[src/rtl/waveform_wr_arbiter.sv]
// Round-robin arbiter that funnels NUM_REQ recorder AXI write masters onto one
// AXI write master port, one transaction at a time, with per-requester burst length checks.
module waveform_wr_arbiter #(
  parameter int NUM_REQ        = 4,
  parameter int AXI_ADDR_WIDTH = 32,
  parameter int AXI_DATA_WIDTH = 128
) (
  input  logic                                 clk,
  input  logic                                 rst,
  input  logic [NUM_REQ*AXI_ADDR_WIDTH-1:0]    s_AWADDR,
  input  logic [NUM_REQ*8-1:0]                 s_AWLEN,
  input  logic [NUM_REQ*3-1:0]                 s_AWSIZE,
  input  logic [NUM_REQ-1:0]                   s_AWVALID,
  output logic [NUM_REQ-1:0]                   s_AWREADY,
  input  logic [NUM_REQ*AXI_DATA_WIDTH-1:0]    s_WDATA,
  input  logic [NUM_REQ*AXI_DATA_WIDTH/8-1:0]  s_WSTRB,
  input  logic [NUM_REQ-1:0]                   s_WLAST,
  input  logic [NUM_REQ-1:0]                   s_WVALID,
  output logic [NUM_REQ-1:0]                   s_WREADY,
  output logic [NUM_REQ*2-1:0]                 s_BRESP,
  output logic [NUM_REQ-1:0]                   s_BVALID,
  output logic [AXI_ADDR_WIDTH-1:0]            m_AWADDR,
  output logic [7:0]                           m_AWLEN,
  output logic [2:0]                           m_AWSIZE,
  output logic                                 m_AWVALID,
  input  logic                                 m_AWREADY,
  output logic [AXI_DATA_WIDTH-1:0]            m_WDATA,
  output logic [AXI_DATA_WIDTH/8-1:0]          m_WSTRB,
  output logic                                 m_WLAST,
  output logic                                 m_WVALID,
  input  logic                                 m_WREADY,
  input  logic [1:0]                           m_BRESP,
  input  logic                                 m_BVALID,
  output logic                                 m_BREADY,
  output logic [NUM_REQ-1:0]                   grant,
  output logic                                 busy,
  output logic [NUM_REQ-1:0]                   lenError,
  input  logic                                 clearErrors
);
  localparam int IW = (NUM_REQ > 1) ? $clog2(NUM_REQ) : 1;
  localparam int SW = AXI_DATA_WIDTH / 8;

  typedef enum logic [1:0] {S_IDLE, S_ADDR, S_DATA, S_RESP} state_t;

  state_t               state;
  logic [IW-1:0]        ptr;
  logic [IW-1:0]        gidx;
  logic [IW-1:0]        next_idx;
  logic                 found;
  int unsigned          cand;
  logic [7:0]           beat_cnt;
  logic                 aw_hs;
  logic                 w_hs;
  logic [NUM_REQ-1:0]   len_err_set;

  // Upward search with wrap, starting at the priority pointer.
  always_comb begin
    found    = 1'b0;
    next_idx = '0;
    cand     = 0;
    for (int unsigned k = 0; k < NUM_REQ; k++) begin
      cand = (32'(ptr) + k) % NUM_REQ;
      if (!found && s_AWVALID[cand]) begin
        found    = 1'b1;
        next_idx = IW'(cand);
      end
    end
  end

  // Data fields are an AND-OR mux on the one-hot grant, so they read 0 when idle.
  always_comb begin
    m_AWADDR = '0;
    m_AWLEN  = '0;
    m_AWSIZE = '0;
    m_WDATA  = '0;
    m_WSTRB  = '0;
    for (int unsigned i = 0; i < NUM_REQ; i++) begin
      if (grant[i]) begin
        m_AWADDR = s_AWADDR[i*AXI_ADDR_WIDTH +: AXI_ADDR_WIDTH];
        m_AWLEN  = s_AWLEN[i*8 +: 8];
        m_AWSIZE = s_AWSIZE[i*3 +: 3];
        m_WDATA  = s_WDATA[i*AXI_DATA_WIDTH +: AXI_DATA_WIDTH];
        m_WSTRB  = s_WSTRB[i*SW +: SW];
      end
    end
  end

  always_comb begin
    m_AWVALID = (state == S_ADDR) && |(s_AWVALID & grant);
    m_WVALID  = (state == S_DATA) && |(s_WVALID & grant);
    m_WLAST   = |(s_WLAST & grant);
    m_BREADY  = (state == S_RESP);
    s_AWREADY = (state == S_ADDR && m_AWREADY) ? grant : '0;
    s_WREADY  = (state == S_DATA && m_WREADY)  ? grant : '0;
    s_BVALID  = (state == S_RESP && m_BVALID)  ? grant : '0;
    s_BRESP   = '0;
    for (int unsigned i = 0; i < NUM_REQ; i++) begin
      if (grant[i] && state == S_RESP) s_BRESP[i*2 +: 2] = m_BRESP;
    end
    aw_hs       = m_AWVALID && m_AWREADY;
    w_hs        = m_WVALID && m_WREADY;
    len_err_set = (w_hs && ((m_WLAST && beat_cnt != '0) || (!m_WLAST && beat_cnt == '0)))
                  ? grant : '0;
    busy        = (state != S_IDLE);
  end

  always_ff @(posedge clk or posedge rst) begin
    if (rst) begin
      state    <= S_IDLE;
      ptr      <= '0;
      gidx     <= '0;
      grant    <= '0;
      beat_cnt <= '0;
      lenError <= '0;
    end else begin
      lenError <= (clearErrors ? '0 : lenError) | len_err_set;
      case (state)
        S_IDLE: if (found) begin
          grant <= {{(NUM_REQ-1){1'b0}}, 1'b1} << next_idx;
          gidx  <= next_idx;
          state <= S_ADDR;
        end
        S_ADDR: if (aw_hs) begin
          beat_cnt <= m_AWLEN;
          state    <= S_DATA;
        end
        // Counter saturates at 0 so overrun beats keep flagging an error.
        S_DATA: if (w_hs) begin
          if (m_WLAST)               state    <= S_RESP;
          else if (beat_cnt != '0)   beat_cnt <= beat_cnt - 8'd1;
        end
        S_RESP: if (m_BVALID) begin
          ptr   <= (gidx == IW'(NUM_REQ-1)) ? '0 : gidx + IW'(1);
          grant <= '0;
          state <= S_IDLE;
        end
        default: state <= S_IDLE;
      endcase
    end
  end
endmodule

[config.mk]
export PLATFORM = sky130hd
export DESIGN_NAME = waveform_wr_arbiter
export DESIGN_NICKNAME = d
export VERILOG_FILES = /design/src/rtl/waveform_wr_arbiter.sv
export SDC_FILE = /design/constraint.sdc
export NUM_CORES = 1
export LEC_CHECK = 0
export BUFFER_PORTS_ARGS = -buffer_cell sky130_fd_sc_hd__buf_2
export CAP_MARGIN = 25
export CORE_AREA = 10 10 379 381
export DETAILED_ROUTE_END_ITERATION = 8
export DIE_AREA = 0 0 389 391
export GPL_TIMING_DRIVEN = 0
export MAX_ROUTING_LAYER = met4
export PLACE_DENSITY = 0.3
export SLEW_MARGIN = 20
export SYNTH_ARGS = -nofsm -noshare
export SYNTH_HDL_FRONTEND = slang
export SYNTH_SLANG_ARGS = --single-unit
[constraint.sdc]
create_clock -name clk -period 3.1 [get_ports clk]
set_input_delay 0.31 -clock clk [delete_from_list [all_inputs] [get_ports clk]]
set_output_delay 0.31 -clock clk [all_outputs]
set_load 0.005 [all_outputs]
==> flow_summary.ini <==
[final_layout]
finalNetCount = 3002
fin_area_sq_mm = 0.0147
drive_above_1_share_pct = 51.1
n_fill_cell = 16400
area_growth_pct = 119

[critical_path]
crit_top_cell = clkbuf_2
regToRegSetupSlack_ns = 0.71
max_stage_delay_ns = 0.53
critical_path_required_ns = 2.79
setup.worst_path.class = reg -> out
end_kind = primary output
path_cells = clkbuf_2, clkbuf_4, clkbuf_2, a21oi_1, o21ai_1, buf_2
slowest_stage = dfrtp_2
arrival_ns = 2.78
startpoint_type = register
crit_path_max_fanout = 10
r2r-start = grant[0]
timing.rr.end = beat_cnt[1]
rr_worst_depth = 6
critPathBufInv = 4
path_delay_family = buffers and inverters

[clocking]
post_cts_buffers = 0
cts_tree = yes
clkLatencyLatePin_ns = 0.27
h-tree-depth = 1
cts.clk_slew.worst_paths_ns = 0.07
cts_buffers = 3
cts_buffer_depth = 2
clock-sinks = 22
clockRootBuffer = clkbuf_16

[global_routing]
grt.busiest_layer = met2
gr-total-overflow = 0
antenna_found_initial = 118
use_met1_pct = 19.3
grt_use_met2_pct = 25.7
grt_max_degree = 23
use_met3_pct = 4.84
grt_pass1_wl_um = 154000
grt_usage_pct = 15.6
grt_pass1_vias = 14400

[power_and_ir_drop]
p_leak_uw = 0.00700
ir_worst_vdd_v = 0.000110
pwr_density_cell_mw_per_mm2 = 89.4

[sta]
worst_clock_skew_ns = 0.00562
worst_pin_slew_ns = 0.809
fin_setup_tns_ns = 0
finalSetupViolations = 0
slew_violations = 0
worst_slack_ns = 0.00687
post-route-period-util_pct = 99.8
hold_violations = 0
clock.fmax_mhz = 323
slew_headroom_pct = 46.1
period_needed_ns = 3.09

[synthesis]
synth_area_sq_mm = 0.00671
ys_warn_count = 0
synth_edf_count = 0
synthCells = 1228
yosysMostFrequentCell = nand2_1
ys_top_cells_by_area = a22oi_1 20%, o21ai_0 14%, a21oi_1 14%
synth_ff_type = dfrtp_1
synth_nets = 2003
yosysSeqAreaShare_pct = 8.21
ys_ff_latch = 22
syn_avg_cell_area_sq_um = 5.46
synth_cell_types = 42
netlist_top_cells_count = 205 x nand2_1, 194 x o21ai_0, 189 x a21oi_1
yosysTopAreaCell = a22oi_1
netlist.area_leader.share_pct = 20.3
ys_async_sr_fraction_pct = 100

[placement]
dp_hpwl_um = 113000
io_buffers = 987
gp_congestion = 0.968
pre_cts_slack_ns = -1.34
placed_area_sq_mm = 0.0140

[route]
ant_nets = 0
drt_pass1_iterations = 6
vias = 14700
drt_iter0_markers = 1288
wl_um = 125000
viasPerCell = 3.62
wl_per_cell_um = 30.8
post-route-drc-count = 0

[floorplan]
dieArea_sq_mm = 0.152
io-pin-count = 988
start_util_pct = 4.92
core-area_sq_mm = 0.136
die_w_um = 389
fp.dieH_um = 391
rows = 136

[min_path]
hold_class = in -> async

[status]
status = complete, no violations

[run]
cap_violations = 0
==> worst max-delay path by stage <==
stage                        start      endpoint  slack (ns)  cells past startpoint
final                     grant[2]   m_WDATA[32]       0.007                      6
after CTS                 grant[1]  m_WDATA[105]      -0.003                     11
after global routing      grant[1]  m_WDATA[112]      -0.001                     11
after global placement    grant[1]  m_WDATA[105]       -1.85                     10
after floorplan           grant[1]   m_WDATA[48]        1.07                      9
after detailed placement  grant[2]  m_WDATA[117]       -1.34                      6
==> worst reg2reg max path: stages (launching register included) <==
cell and delay [ns]:
dfrtp_1 0.47, buf_2 0.30, a22o_2 0.24, o211ai_1 0.22, o31a_2 0.39, a21oi_2 0.43
mux2i_1 0.26
==> area by class of cell <==
type	count	area, sq um	area share (%)
clock buffers	3	75.1	0.512
well taps	1794	2240	15.3
repair buffers	994	5050	34.4
multi-input cells	1064	5820	39.7
clock inverters	1	30.0	0.205
inverters	10	37.5	0.256
plain buffers	132	734	5.01
diodes	49	123	0.836
flip-flops and latches	22	553	3.77
==> report_power, final <==
group          internal, uW  total, uW  switching (uW)
clock                   258        393             135
sequential              287        287               0
combinational           341        632             291
==> kinds of logic (layout without fill, tap and decap cells) <==
family / count (synthesis) / in the layout / share of synthesized area [%]
other: 0 / 49 / 0
adder cells (fa/ha/maj): 7 / 7 / 1.31
buffers and inverters: 142 / 1140 / 8.24
AND/OR/NAND/NOR: 439 / 439 / 26.6
flip-flops: 22 / 22 / 8.21
multiplexers: 6 / 6 / 0.951
XOR/XNOR: 1 / 1 / 0.131
AO/OA/AOI/OAI: 611 / 611 / 54.6
==> layer usage <==
metal	part of all wire, %	up-vias
li1	-	6531
met1	42	7127
met2	47	911
met3	9.2	151
met4	1.7	0
met5	0	-
==> placed cells by master, fill, tap and decap left out, types with 4 or more instances in the layout <==
cell | Yosys | layout
dfrtp_1 | 22 | 20
a21oi_2 | 2 | 7
o31ai_1 | 9 | 9
inv_1 | 10 | 9
a22oi_2 | 0 | 7
nand2_2 | 1 | 4
a21oi_1 | 189 | 176
nand2_1 | 205 | 202
a221oi_1 | 8 | 8
nand3_1 | 4 | 4
nor2b_1 | 10 | 10
o21ai_2 | 0 | 7
diode_2 | 0 | 49
clkbuf_1 | 115 | 43
o22ai_1 | 5 | 5
buf_2 | 7 | 994
o21ai_0 | 194 | 171
nor2_1 | 186 | 180
a22o_1 | 6 | 6
clkbuf_4 | 0 | 17
nor2_4 | 0 | 5
ha_1 | 7 | 7
nand2b_1 | 4 | 4
a21oi_4 | 0 | 8
buf_4 | 1 | 9
clkbuf_8 | 0 | 4
clkbuf_2 | 0 | 46
a22oi_1 | 181 | 174
a31oi_1 | 5 | 5
and3_1 | 20 | 20
buf_6 | 1 | 6
o21ai_1 | 0 | 16
==> flip-flops by register name, summed over array words and instances, names as in the netlist <==
| name | flops |
|---|---|
| beat_cnt | 8 |
| gidx | 2 |
| grant | 4 |
| lenError | 4 |
| ptr | 2 |
| state | 2 |
==> repair_timing <==
action                                  CTS  global route
hold buffers                              0             0
resized for setup                       158            44
endpoints found under the setup margin  185            63
pin swaps                                 3             2
==> metrics by stage <==
step / total power [uW] / instances / util, % / hold slack (ns)
after floorplan: 303 / 1228 / - / 0.299
after global placement: 907 / 4009 / 10.2 / 0.470
after detailed placement: 908 / 4016 / 10.3 / 0.407
after CTS: 1310 / 4020 / 10.6 / 0.114
after global routing: 1360 / 4050 / 10.7 / 0.137
final: 1310 / 4069 / 10.8 / 0.0865
Note: power is estimated with default switching activity, not from simulation.
